$ cat src/rtl/rf_node_stage_if.sv
// Handshake and bus bundle for one rf_node_stage.
// The slave modport is the stage itself; master is the surrounding pipeline.
interface rf_node_stage_if #(
  parameter int SAMPLE_SIZE = 4,
  parameter int DATA_SIZE   = 8,
  parameter int NUM_NODES   = 16,
  parameter int OUT_SIZE    = 12
);
  localparam int IDX_W = $clog2(NUM_NODES);

  logic                             memRdy;
  logic                             validIdx;
  logic                             validSamp;
  logic                             received;
  logic [SAMPLE_SIZE*DATA_SIZE-1:0] samplesIn;
  logic [IDX_W-1:0]                 nodeIdxIn;
  logic [SAMPLE_SIZE*DATA_SIZE-1:0] samplesOut;
  logic [IDX_W-1:0]                 nodeIdxOut;
  logic [OUT_SIZE-1:0]              dataOut;
  logic                             idxErr;
  logic                             validBottom;
  logic                             validRight;
  logic                             bottomRec;
  logic                             rightRec;
  logic [IDX_W-1:0]                 memReqOut;
  logic                             reqRdy;
  logic                             dataRdy;
  logic [3*DATA_SIZE-1:0]           memBusIn;

  modport slave (
    input  memRdy, validIdx, validSamp, samplesIn, nodeIdxIn,
           bottomRec, rightRec, dataRdy, memBusIn,
    output received, samplesOut, nodeIdxOut, dataOut, idxErr,
           validBottom, validRight, memReqOut, reqRdy
  );

  modport master (
    output memRdy, validIdx, validSamp, samplesIn, nodeIdxIn,
           bottomRec, rightRec, dataRdy, memBusIn,
    input  received, samplesOut, nodeIdxOut, dataOut, idxErr,
           validBottom, validRight, memReqOut, reqRdy
  );
endinterface

$ cat src/rtl/rf_node_stage.sv
// Random-forest node stage: queued samples, one node-memory fetch per sample,
// then a branch (child index) or leaf (saturated score) result offered to two consumers.
module rf_node_stage #(
  parameter int SAMPLE_SIZE = 4,
  parameter int DATA_SIZE   = 8,
  parameter int NUM_NODES   = 16,
  parameter int LEAF        = 0,
  parameter int FIFO_DEPTH  = 2,
  parameter int OUT_SIZE    = 12
) (
  input logic            clk,
  input logic            rst_n,
  rf_node_stage_if.slave bus
);
  localparam int IDX_W = $clog2(NUM_NODES);
  localparam int SW    = SAMPLE_SIZE * DATA_SIZE;
  localparam int EW    = SW + IDX_W;
  localparam int PTR_W = (FIFO_DEPTH > 1) ? $clog2(FIFO_DEPTH) : 1;
  localparam int CNT_W = $clog2(FIFO_DEPTH + 1);
  localparam int MW    = 2 * DATA_SIZE + 1;

  typedef enum logic [1:0] {IDLE, REQ, COMPUTE, PROCEED} state_t;

  state_t                 state_q, state_d;
  logic [EW-1:0]          fifo_q [FIFO_DEPTH];
  logic [EW-1:0]          fifo_d [FIFO_DEPTH];
  logic [PTR_W-1:0]       wr_ptr_q, wr_ptr_d, rd_ptr_q, rd_ptr_d;
  logic [CNT_W-1:0]       count_q, count_d;
  logic                   b_flag_q, b_flag_d, r_flag_q, r_flag_d;
  logic [3*DATA_SIZE-1:0] mem_q, mem_d;
  logic [IDX_W-1:0]       node_idx_q, node_idx_d;
  logic [OUT_SIZE-1:0]    data_q, data_d;
  logic                   idx_err_q, idx_err_d;

  logic [EW-1:0]          head;
  logic [SW-1:0]          head_samp;
  logic [IDX_W-1:0]       head_idx;
  logic                   empty, full, push, pop;
  logic                   valid_b, valid_r, b_done, r_done;
  logic [DATA_SIZE-1:0]   samp_idx, thr, off, feat;
  logic                   sel_err;
  logic [IDX_W:0]         child;
  logic [MW-1:0]          sum;
  logic [OUT_SIZE-1:0]    score;

  function automatic logic [PTR_W-1:0] ptr_inc(input logic [PTR_W-1:0] p);
    return (p == PTR_W'(FIFO_DEPTH - 1)) ? '0 : p + PTR_W'(1);
  endfunction

  always_comb begin
    head      = fifo_q[rd_ptr_q];
    head_samp = head[EW-1 -: SW];
    head_idx  = head[IDX_W-1:0];
    empty     = (count_q == '0);
    full      = (count_q == CNT_W'(FIFO_DEPTH));
    valid_b   = (state_q == PROCEED) && !b_flag_q;
    valid_r   = (state_q == PROCEED) && !r_flag_q;
    b_done    = b_flag_q || (bus.bottomRec && valid_b);
    r_done    = r_flag_q || (bus.rightRec && valid_r);
    pop       = bus.memRdy && (state_q == PROCEED) && b_done && r_done;
    // A pop in this cycle frees the slot, so a full queue can still accept.
    push      = bus.memRdy && bus.validIdx && bus.validSamp && (!full || pop);
  end

  always_comb begin
    samp_idx = mem_q[3*DATA_SIZE-1 -: DATA_SIZE];
    thr      = mem_q[2*DATA_SIZE-1 -: DATA_SIZE];
    off      = mem_q[DATA_SIZE-1:0];
    sel_err  = (32'(samp_idx) >= 32'(SAMPLE_SIZE));
    feat     = head_samp[DATA_SIZE-1:0];
    for (int unsigned k = 0; k < SAMPLE_SIZE; k++) begin
      if (32'(samp_idx) == k) feat = head_samp[DATA_SIZE*k +: DATA_SIZE];
    end
    // Top bit of child is what 2*idx loses when truncated back to IDX_W.
    child = {head_idx, (feat > thr)};
    sum   = MW'(feat) * MW'(thr) + MW'(off);
    score = ((sum >> OUT_SIZE) != '0) ? '1 : sum[OUT_SIZE-1:0];
  end

  always_comb begin
    state_d    = state_q;
    fifo_d     = fifo_q;
    wr_ptr_d   = wr_ptr_q;
    rd_ptr_d   = rd_ptr_q;
    count_d    = count_q;
    b_flag_d   = b_flag_q;
    r_flag_d   = r_flag_q;
    mem_d      = mem_q;
    node_idx_d = node_idx_q;
    data_d     = data_q;
    idx_err_d  = idx_err_q;

    if (push) begin
      fifo_d[wr_ptr_q] = {bus.samplesIn, bus.nodeIdxIn};
      wr_ptr_d         = ptr_inc(wr_ptr_q);
    end
    if (pop) rd_ptr_d = ptr_inc(rd_ptr_q);
    case ({push, pop})
      2'b10:   count_d = count_q + CNT_W'(1);
      2'b01:   count_d = count_q - CNT_W'(1);
      default: count_d = count_q;
    endcase

    case (state_q)
      IDLE: if (!empty) state_d = REQ;
      REQ: begin
        if (bus.dataRdy) begin
          mem_d   = bus.memBusIn;
          state_d = COMPUTE;
        end
      end
      COMPUTE: begin
        idx_err_d  = sel_err || ((LEAF == 0) && child[IDX_W]);
        node_idx_d = (LEAF == 0) ? child[IDX_W-1:0] : '0;
        data_d     = (LEAF != 0) ? score : '0;
        b_flag_d   = 1'b0;
        r_flag_d   = 1'b0;
        state_d    = PROCEED;
      end
      PROCEED: begin
        b_flag_d = b_done;
        r_flag_d = r_done;
        if (pop) begin
          b_flag_d = 1'b0;
          r_flag_d = 1'b0;
          state_d  = (count_d != '0) ? REQ : IDLE;
        end
      end
      default: state_d = IDLE;
    endcase

    if (!bus.memRdy) begin
      state_d   = IDLE;
      wr_ptr_d  = '0;
      rd_ptr_d  = '0;
      count_d   = '0;
      b_flag_d  = 1'b0;
      r_flag_d  = 1'b0;
      idx_err_d = 1'b0;
    end
  end

  always_ff @(posedge clk or negedge rst_n) begin
    if (!rst_n) begin
      state_q <= IDLE;
      for (int unsigned i = 0; i < FIFO_DEPTH; i++) fifo_q[i] <= '0;
      wr_ptr_q   <= '0;
      rd_ptr_q   <= '0;
      count_q    <= '0;
      b_flag_q   <= 1'b0;
      r_flag_q   <= 1'b0;
      mem_q      <= '0;
      node_idx_q <= '0;
      data_q     <= '0;
      idx_err_q  <= 1'b0;
    end else begin
      state_q    <= state_d;
      fifo_q     <= fifo_d;
      wr_ptr_q   <= wr_ptr_d;
      rd_ptr_q   <= rd_ptr_d;
      count_q    <= count_d;
      b_flag_q   <= b_flag_d;
      r_flag_q   <= r_flag_d;
      mem_q      <= mem_d;
      node_idx_q <= node_idx_d;
      data_q     <= data_d;
      idx_err_q  <= idx_err_d;
    end
  end

  assign bus.received    = push;
  assign bus.samplesOut  = empty ? '0 : head_samp;
  assign bus.nodeIdxOut  = node_idx_q;
  assign bus.dataOut     = data_q;
  assign bus.idxErr      = idx_err_q;
  assign bus.validBottom = valid_b;
  assign bus.validRight  = valid_r;
  assign bus.memReqOut   = (state_q == REQ) ? head_idx : '0;
  assign bus.reqRdy      = (state_q == REQ);
endmodule

$ cat src/flat_wrapper.sv
// flat-port wrapper written by rule: the top's interface ports become plain ports
module rf_node_stage_flat 
#(
  parameter int SAMPLE_SIZE = 4,
  parameter int DATA_SIZE   = 8,
  parameter int NUM_NODES   = 16,
  parameter int LEAF        = 0,
  parameter int FIFO_DEPTH  = 2,
  parameter int OUT_SIZE    = 12
)
  (clk, rst_n, bus_memRdy, bus_validIdx, bus_validSamp, bus_samplesIn, bus_nodeIdxIn, bus_bottomRec, bus_rightRec, bus_dataRdy, bus_memBusIn, bus_received, bus_samplesOut, bus_nodeIdxOut, bus_dataOut, bus_idxErr, bus_validBottom, bus_validRight, bus_memReqOut, bus_reqRdy);
  rf_node_stage_if #(.SAMPLE_SIZE(SAMPLE_SIZE), .DATA_SIZE(DATA_SIZE), .NUM_NODES(NUM_NODES), .OUT_SIZE(OUT_SIZE)) bus_i ();
  input logic clk;
  input logic rst_n;
  input wire logic [$bits(bus_i.memRdy)-1:0] bus_memRdy;
  input wire logic [$bits(bus_i.validIdx)-1:0] bus_validIdx;
  input wire logic [$bits(bus_i.validSamp)-1:0] bus_validSamp;
  input wire logic [$bits(bus_i.samplesIn)-1:0] bus_samplesIn;
  input wire logic [$bits(bus_i.nodeIdxIn)-1:0] bus_nodeIdxIn;
  input wire logic [$bits(bus_i.bottomRec)-1:0] bus_bottomRec;
  input wire logic [$bits(bus_i.rightRec)-1:0] bus_rightRec;
  input wire logic [$bits(bus_i.dataRdy)-1:0] bus_dataRdy;
  input wire logic [$bits(bus_i.memBusIn)-1:0] bus_memBusIn;
  output wire logic [$bits(bus_i.received)-1:0] bus_received;
  output wire logic [$bits(bus_i.samplesOut)-1:0] bus_samplesOut;
  output wire logic [$bits(bus_i.nodeIdxOut)-1:0] bus_nodeIdxOut;
  output wire logic [$bits(bus_i.dataOut)-1:0] bus_dataOut;
  output wire logic [$bits(bus_i.idxErr)-1:0] bus_idxErr;
  output wire logic [$bits(bus_i.validBottom)-1:0] bus_validBottom;
  output wire logic [$bits(bus_i.validRight)-1:0] bus_validRight;
  output wire logic [$bits(bus_i.memReqOut)-1:0] bus_memReqOut;
  output wire logic [$bits(bus_i.reqRdy)-1:0] bus_reqRdy;
  assign bus_i.memRdy = bus_memRdy;
  assign bus_i.validIdx = bus_validIdx;
  assign bus_i.validSamp = bus_validSamp;
  assign bus_i.samplesIn = bus_samplesIn;
  assign bus_i.nodeIdxIn = bus_nodeIdxIn;
  assign bus_i.bottomRec = bus_bottomRec;
  assign bus_i.rightRec = bus_rightRec;
  assign bus_i.dataRdy = bus_dataRdy;
  assign bus_i.memBusIn = bus_memBusIn;
  assign bus_received = bus_i.received;
  assign bus_samplesOut = bus_i.samplesOut;
  assign bus_nodeIdxOut = bus_i.nodeIdxOut;
  assign bus_dataOut = bus_i.dataOut;
  assign bus_idxErr = bus_i.idxErr;
  assign bus_validBottom = bus_i.validBottom;
  assign bus_validRight = bus_i.validRight;
  assign bus_memReqOut = bus_i.memReqOut;
  assign bus_reqRdy = bus_i.reqRdy;
  rf_node_stage #(.SAMPLE_SIZE(SAMPLE_SIZE), .DATA_SIZE(DATA_SIZE), .NUM_NODES(NUM_NODES), .LEAF(LEAF), .FIFO_DEPTH(FIFO_DEPTH), .OUT_SIZE(OUT_SIZE)) u_core (.clk(clk), .rst_n(rst_n), .bus(bus_i));
endmodule
$ cat config.mk
export PLATFORM = sky130hd
export DESIGN_NAME = rf_node_stage_flat
export DESIGN_NICKNAME = d
export VERILOG_FILES = /design/src/rtl/rf_node_stage_if.sv /design/src/rtl/rf_node_stage.sv /design/src/flat_wrapper.sv
export SDC_FILE = /design/constraint.sdc
export NUM_CORES = 1
export LEC_CHECK = 0
export CORE_UTILIZATION = 35
export DETAILED_ROUTE_END_ITERATION = 10
export PLACE_DENSITY = 0.56
export SLEW_MARGIN = 10
export SYNTH_ARGS = -nofsm -noshare
export SYNTH_HDL_FRONTEND = slang
export SYNTH_SLANG_ARGS = --single-unit
$ cat constraint.sdc
create_clock -name clk -period 3.07 [get_ports clk]
set_clock_uncertainty 0.2 [all_clocks]
set_input_delay 0.614 -clock clk [delete_from_list [all_inputs] [get_ports clk]]
set_output_delay 0.614 -clock clk [all_outputs]
set_load 0.005 [all_outputs]
==> tab_implementation.tex, run 1 <==
\begin{tabular}{lr}
\hline
Metric & Value \\
\hline
\multicolumn{2}{l}{\textbf{Worst setup path}} \\
\quad Critical path data arrival time & 2140 ps \\
\quad Worst setup path category & in -> out \\
\quad Reg-to-Reg Start & u\_core.mem\_q[21] \\
\quad Required @ worst endpoint & 2260 ps \\
\quad Type of element capturing the critical path & primary output \\
\quad Crit path max fanout & 3 \\
\quad Setup crit start kind & primary input \\
\quad CP Launch Point & bus\_bottomRec \\
\multicolumn{2}{l}{\textbf{Drt}} \\
\quad Average routed wire per standard cell & 17.74 um \\
\quad Via count & 3,724 \\
\quad Iteration-0 DRC Markers & 159 \\
\quad Total length of routed wires & 13.18 mm \\
\quad Detailed-route DRC error count & 0 \\
\quad Drt first pass iters & 4 \\
\quad Vias per cell & 5.012 \\
\quad Post-DRT Antenna Nets & 0 \\
\multicolumn{2}{l}{\textbf{Timing}} \\
\quad Min cycle time layout & 2954 ps \\
\quad Final setup slack of the worst path & 116.0 ps \\
\quad Number of slew-limit violations in the final report & 0 \\
\quad Final Hold Viols & 0 \\
\quad Setup TNS & 0 ps \\
\quad Maximum clock frequency & 338.5 MHz \\
\quad Setup repair after global routing missed its margin & no \\
\quad Least-Margin Pin Slew & 697.1 ps \\
\quad Number of failing setup endpoints in the final timing report & 0 \\
\quad Share of the clock period used by the worst path after layout & 96.22\% \\
\quad Worst-case headroom to the max-slew limit & 53.41\% \\
\multicolumn{2}{l}{\textbf{Floorplan}} \\
\quad Initial standard-cell utilization of the core & 35.85\% \\
\quad Y dimension of the die & 126.8 um \\
\quad Core ar. & 15,200 sq um \\
\quad Die width & 126.8 um \\
\quad Number of top-level pins & 125 \\
\quad Row cnt & 45 \\
\quad Die Footprint & 16,080 sq um \\
\multicolumn{2}{l}{\textbf{Layout}} \\
\quad Total inserted antenna cells & 0 \\
\quad Commonest non-fill, non-tap cell in the layout & clkdlybuf4s50\_1 \\
\quad Post-layout instance count excluding filler cells & 743 \\
\quad Count of fill cells added during filler insertion & 1,396 \\
\quad Area growth from synthesis to layout & 29.66\% \\
\quad Area of the multi-input gates & 2669 sq um \\
\quad Register area & 2529 sq um \\
\quad Final net count & 631 \\
\quad Fraction of layout instances using a drive strength above 1 & 26.49\% \\
\quad Highest-count cells in the layout ignoring fill and taps & 103 x clkdlybuf4s50\_1, 100 x dfrtp\_1, 60 x mux2\_2 \\
\multicolumn{2}{l}{\textbf{Logic synthesis}} \\
\quad Share of Yosys cell area claimed by the top area cell type & 46.37\% \\
\quad Ys Warns & 0 \\
\quad Number of distinct library cell variants in the gate-level netlist after synthesis & 45 \\
\quad Main area contributors after synthesis & dfrtp\_1 46\%, mux2\_2 12\%, mux2\_4 8.3\% \\
\quad EDFF count, synth & 0 \\
\quad Register area share after synthesis & 46.37\% \\
\quad Post-synthesis area per instance & 12.36 sq um \\
\quad Top flip-flop cell by instance count after synthesis & dfrtp\_1 \\
\quad Netlist area before placement & 5450 sq um \\
\quad Largest area contributor in the synthesized netlist & dfrtp\_1 \\
\quad Number of cells produced by synthesis & 441 \\
\quad Number of register bits inferred by synthesis & 101 \\
\quad Async S/R FF share, synth & 100.0\% \\
\multicolumn{2}{l}{\textbf{Global routing}} \\
\quad GRT Total Usage & 17.32\% \\
\quad Global-route wire length before repair & 21.11 mm \\
\quad Number of antenna violations at the first check in global routing & 0 \\
\quad GRT Residual Overflow & 0 \\
\quad Pin count of the biggest net entering global routing & 47 \\
\quad Vias in the first global route & 3,838 \\
\multicolumn{2}{l}{\textbf{Clocking}} \\
\quad Clock sinks & 101 \\
\quad CTS Buf Count & 9 \\
\quad CTS tree & built \\
\quad H-tree levels & 3 \\
\quad Clock latency of the later-clocked register in the worst-skew pair & 350 ps \\
\quad Number of buffers on the longest clock path & 2 \\
\quad Root cell of the clock tree & clkbuf\_16 \\
\quad Register clock-pin slew on the reported worst setup and hold paths & 70 ps \\
\quad Total of hold buffers inserted after clock tree synthesis & 0 \\
\multicolumn{2}{l}{\textbf{Power}} \\
\quad Proportion of total power due to net switching & 30.37\% \\
\quad Flop pwr share & 41.1\% \\
\quad Part of the total power dissipated in combinational logic & 32.9\% \\
\quad Internal power & 3379 uW \\
\quad Total net switching power & 1474 uW \\
\quad Power density of the placed cells & 686.8 nW/um\^{}2 \\
\quad P\_leak & 0.003012 uW \\
\quad Worst VDD drop & 0.3177 mV \\
\quad Clock power share & 26.0\% \\
\multicolumn{2}{l}{\textbf{Placement}} \\
\quad Weighted congestion reported at the end of routability-driven placement & 0.7904 \\
\quad Count of buffers inserted at the top-level ports & 104 \\
\quad Cells after DPL & 726 \\
\quad DP HPWL & 9.404 mm \\
\quad Dpl ws & 71.36 ps \\
\multicolumn{2}{l}{\textbf{Job}} \\
\quad Max-cap check violation count & 0 \\
\multicolumn{2}{l}{\textbf{Outcome}} \\
\quad Status & finished clean \\
\multicolumn{2}{l}{\textbf{Worst hold path}} \\
\quad Worst hold path type & in -> async \\
\hline
\end{tabular}
-- path summary, 6_finish.rpt --
path / slack (ps) / depth (start not counted) / end
max in group asynchronous: 1870 / 2 / u_core.fifo_q[34]
setup reg to reg: 270 / 10 / u_core.bus.nodeIdxOut[0]
hold / removal: 70 / 1 / u_core.b_flag_q
hold reg to reg: 310 / 1 / u_core.fifo_q[45]
min in group clk: 310 / 1 / u_core.fifo_q[45]
setup / recovery: 120 / 5 / bus_received
-- logic make-up after synthesis --
family / after synthesis / synth area share [%]
simple gates: 82 / 7.209
buf+inv: 51 / 5.578
compound gates: 59 / 7.209
fa+ha+maj: 13 / 2.984
flops: 101 / 46.37
xor+xnor: 2 / 0.3215
mux: 132 / 30.26
other cells: 1 / 0.06880
-- state kept, by name (all words and copies together) (netlist names) --
register and count:
u_core.mem_q 16, u_core.wr_ptr_q 1, u_core.count_q 2, u_core.bus.idxErr 1
u_core.rd_ptr_q 1, u_core.bus.nodeIdxOut 4, u_core.fifo_q 72, u_core.state_q 2
u_core.r_flag_q 1, u_core.b_flag_q 1
-- metrics by stage --
step                      instance area (sq um)  utilization, %  power (uW)  hold slack (ps)
after CTS                                  7053           46.40        4910            88.93
after detailed placement                   6718           44.19        3616            295.3
final                                      7067           46.49        4853            72.06
after global placement                     6718           44.19        3550            287.0
after global routing                       7067           46.49        5175            107.3
after floorplan                            5492               -        2995            118.4
-- layer usage --
metal	track usage, %	vias to the layer above	routed length (um)
met5	0	-	0
met4	6.793	0	181
met3	3.163	10	476
met2	28.05	76	6316
met1	23.03	1880	6204
li1	-	1758	-
-- critical path, stage by stage --
cell	delay [ps]
clkdlybuf4s50_1	500
o21ai_1	110
o211a_4	270
nor2_2	130
clkdlybuf4s50_1	510
-- Yosys cell counts (all sizes together), types with 8 or more instances --
| cell type | n |
|---|---|
| nor2 | 45 |
| clkbuf | 13 |
| nor2b | 12 |
| mux2i | 32 |
| o21ai | 12 |
| mux4 | 8 |
| inv | 12 |
| mux2 | 92 |
| buf | 26 |
| a21oi | 17 |
| dfrtp | 101 |
| ha | 13 |
-- what timing repair did --
action / 4_1_cts / 5_1_grt
endpoints found under the hold margin: 0 / 0
endpoints found under the setup margin: 5 / 5
buffers inserted: 0 / 1
gates resized for setup: 1 / 3
-- power by group through the flow --
stage	registers, uW	clock network [uW]	logic, uW
3_5_place_dp	2020	0	1600
2_1_floorplan	1910	0	1080
3_3_place_gp	1990	0	1560
5_1_grt	2050	1350	1770
6_report	1990	1260	1600
4_1_cts	1990	1300	1610
-- area by class of cell --
class	count	share of cell area, %
repair buffers	126	17.79
clock inverters	7	1.505
inverters	12	0.6374
well taps	188	3.329
multi-input cells	300	37.77
clock buffers	9	3.187
flip-flops and latches	101	35.78
No activity file was read; power rests on OpenSTA's default activity.
==> inputs of run 2 (changes only) <==
- PLACE_DENSITY: 0.56 -> 0.58
- clock period: 3.07 -> 2.8 ns (I/O delays scaled with it)
==> run 2 against run 1 <==
- sequential power is 11% higher
- cell area up 2.1%
- critical endpoint is now u_core.bus.nodeIdxOut[0]
- utilization rose by 0.99 points
- sequential share of layout area is 0.74 points lower
- register-to-register slack got worse by 210 ps
- via count grew 0.67%
- non-clock buffer count rose by 12
- combinational power rose by 12%
- sequential cell count stayed put
==> tab_implementation.tex, run 2 (synthesis results as in run 1) <==
\begin{tabular}{lr}
\hline
Metric & Value \\
\hline
\multicolumn{2}{l}{\textbf{Global routing}} \\
\quad Global-route wire length before repair & 21.18 mm \\
\quad Pin count of the biggest net entering global routing & 63 \\
\quad GRT Residual Overflow & 0 \\
\quad Vias in the first global route & 3,900 \\
\quad Number of antenna violations at the first check in global routing & 0 \\
\quad GRT Total Usage & 17.33\% \\
\multicolumn{2}{l}{\textbf{Floorplan}} \\
\quad Die width & 126.8 um \\
\quad Core ar. & 15,200 sq um \\
\quad Row cnt & 45 \\
\quad Die Footprint & 16,080 sq um \\
\quad Y dimension of the die & 126.8 um \\
\quad Number of top-level pins & 125 \\
\quad Initial standard-cell utilization of the core & 35.85\% \\
\multicolumn{2}{l}{\textbf{Layout}} \\
\quad Fin util & 47.47\% \\
\quad Total inserted antenna cells & 0 \\
\quad Register with the most flip-flops & u\_core.fifo\_q \\
\quad Number of flip-flops under the largest register name & 72 \\
\quad Final net count & 643 \\
\quad Commonest non-fill, non-tap cell in the layout & clkdlybuf4s50\_1 \\
\quad Area growth from synthesis to layout & 32.42\% \\
\quad Highest-count cells in the layout ignoring fill and taps & 101 x clkdlybuf4s50\_1, 100 x dfrtp\_1, 60 x mux2\_2 \\
\quad Post-layout instance count excluding filler cells & 755 \\
\quad Fraction of layout instances using a drive strength above 1 & 28.57\% \\
\multicolumn{2}{l}{\textbf{Placement}} \\
\quad Count of buffers inserted at the top-level ports & 104 \\
\quad Cells after DPL & 736 \\
\quad DP HPWL & 9.693 mm \\
\quad Weighted congestion reported at the end of routability-driven placement & 0.8193 \\
\multicolumn{2}{l}{\textbf{Drt}} \\
\quad Vias per cell & 4.966 \\
\quad Detailed-route DRC error count & 0 \\
\quad Post-DRT Antenna Nets & 0 \\
\quad Via count & 3,749 \\
\quad Total length of routed wires & 13.25 mm \\
\quad Iteration-0 DRC Markers & 196 \\
\quad Average routed wire per standard cell & 17.55 um \\
\quad Drt first pass iters & 4 \\
\multicolumn{2}{l}{\textbf{Timing}} \\
\quad Setup TNS & 0 ps \\
\quad Setup repair after global routing missed its margin & yes \\
\quad Min cycle time layout & 2744 ps \\
\quad Hold slack final & 307.3 ps \\
\quad Share of the clock period used by the worst path after layout & 98.00\% \\
\quad Worst-case headroom to the max-slew limit & 65.13\% \\
\quad Number of slew-limit violations in the final report & 0 \\
\quad Least-Margin Pin Slew & 523.0 ps \\
\quad Final Hold Viols & 0 \\
\quad Number of failing setup endpoints in the final timing report & 0 \\
\quad Maximum clock frequency & 364.4 MHz \\
\multicolumn{2}{l}{\textbf{Worst setup path}} \\
\quad Critical path buffers and inverters & 2 \\
\quad Type of element capturing the critical path & register \\
\quad Cell type group with the largest total delay on the critical path & compound AO/OA/AOI/OAI gates \\
\quad Endpoint of the worst setup timing path & u\_core.bus.nodeIdxOut[0] \\
\quad Critical path data arrival time & 2780 ps \\
\quad Required @ worst endpoint & 2840 ps \\
\quad Setup crit start kind & register \\
\quad Crit path max fanout & 5 \\
\quad End of the worst register-to-register path & u\_core.bus.nodeIdxOut[0] \\
\quad Ordered list of cells on the worst path & buf\_4 -> buf\_4 -> mux4\_2 -> a2bb2oi\_1 -> o21ai\_0 -> ha\_1 -> a21oi\_1 -> a21oi\_1 -> o221a\_2 \\
\quad Length in cells of the worst reg-to-reg path & 9 \\
\quad Cell type of the slowest stage on the worst timing path & mux4\_2 \\
\quad Number of gates on the worst path with buffers counted & 9 \\
\quad CP Launch Point & u\_core.rd\_ptr\_q \\
\quad Largest stage delay, worst path & 520 ps \\
\quad Worst setup path category & reg -> reg \\
\quad Reg-to-Reg Start & u\_core.rd\_ptr\_q \\
\quad Flop2flop setup slack & 60 ps \\
\multicolumn{2}{l}{\textbf{Job}} \\
\quad Max-cap check violation count & 0 \\
\multicolumn{2}{l}{\textbf{Clocking}} \\
\quad Register clock-pin slew on the reported worst setup and hold paths & 70 ps \\
\quad Clock latency of the later-clocked register in the worst-skew pair & 350 ps \\
\quad H-tree levels & 3 \\
\quad CTS tree & built \\
\quad Clock sinks & 101 \\
\quad CTS Buf Count & 9 \\
\quad Number of buffers on the longest clock path & 2 \\
\quad Root cell of the clock tree & clkbuf\_16 \\
\multicolumn{2}{l}{\textbf{Power}} \\
\quad Power density of the placed cells & 733.1 nW/um\^{}2 \\
\quad Part of the total power dissipated in combinational logic & 33.9\% \\
\quad Internal power & 3673 uW \\
\quad Worst VDD drop & 0.3354 mV \\
\quad Total net switching power & 1618 uW \\
\quad Flop pwr share & 41.7\% \\
\quad Clock power share & 24.4\% \\
\quad Proportion of total power due to net switching & 30.57\% \\
\quad P\_leak & 0.003112 uW \\
\multicolumn{2}{l}{\textbf{Worst hold path}} \\
\quad Worst hold path type & reg -> reg \\
\multicolumn{2}{l}{\textbf{Outcome}} \\
\quad Status & finished clean \\
\hline
\end{tabular}
[run 2: cell types whose count changed in the layout (fill, tap and decap cells not counted), sizes merged]
cell	previous run	this run
clkbuf	9	11
buf	23	34
bufinv	2	1
dlygate4sd3	0	1
dlymetal6s2s	0	1
clkinv	2	3
clkdlybuf4s50	103	101
inv	15	13
dlygate4sd2	0	1
[run 2: cell type report]
class | instances | area [sq um]
timing repair buffer | 138 | 1376
inverter | 12 | 45.04
multi-input combinational | 300 | 2721
clock inverter | 5 | 57.56
clock buffer | 11 | 252.7
tap | 188 | 235.2
sequential | 101 | 2529
fill | 1361 | 7985
[run 2: worst min path at each step]
stage / from / to / slack [ps] / depth (start not counted)
finish: u_core.fifo_q[38] / u_core.fifo_q[38] / 310 / 1
global route: rst_n / u_core.fifo_q[65] / 320 / 2
CTS: u_core.fifo_q[50] / u_core.fifo_q[50] / 310 / 1
detailed placement: rst_n / u_core.fifo_q[65] / 160 / 1
global placement: rst_n / u_core.fifo_q[29] / 160 / 1
floorplan: rst_n / u_core.b_flag_q / 60 / 0
[run 2: worst register-to-register path: cells and delay by family, from the launching register on]
family | cells | cell delay, ps
buffers and inverters | 2 | 330
DFF | 1 | 420
adders and majority gates | 1 | 360
AOI/OAI and AO/OA | 5 | 800
muxes | 1 | 520
[run 2: layer usage]
| layer | wire, um | global-route usage (%) |
|---|---|---|
| met1 | 6140 | 22.81 |
| met2 | 6441 | 28.76 |
| met3 | 501 | 3.880 |
| met4 | 167 | 4.762 |
| met5 | 0 | 0 |
[run 2: power groups by stage]
stage	Sequential (uW)	Clock, uW	Combinational (uW)
2_1_floorplan	2100	0	1190
3_3_place_gp	2180	0	1710
3_5_place_dp	2210	0	1760
4_1_cts	2200	1330	1780
5_1_grt	2270	1380	1960
6_report	2210	1290	1790
[run 2: repair_timing]
action / 4_1_cts / 5_1_grt
gates resized for setup: 5 / 11
hold buffers: 1 / 0
endpoints found under the hold margin: 2 / 0
pin swaps: 0 / 1
buffers inserted: 2 / 0
setup endpoints to repair: 16 / 6
[run 2: through the flow]
stage	cell area (sq um)	power [uW]	setup WS, ps
after global routing	7217	5616	-20.42
after CTS	7172	5310	11.66
final	7217	5291	55.97
after global placement	6805	3891	-63.72
after floorplan	5493	3284	65.70
after detailed placement	6805	3962	-132.8
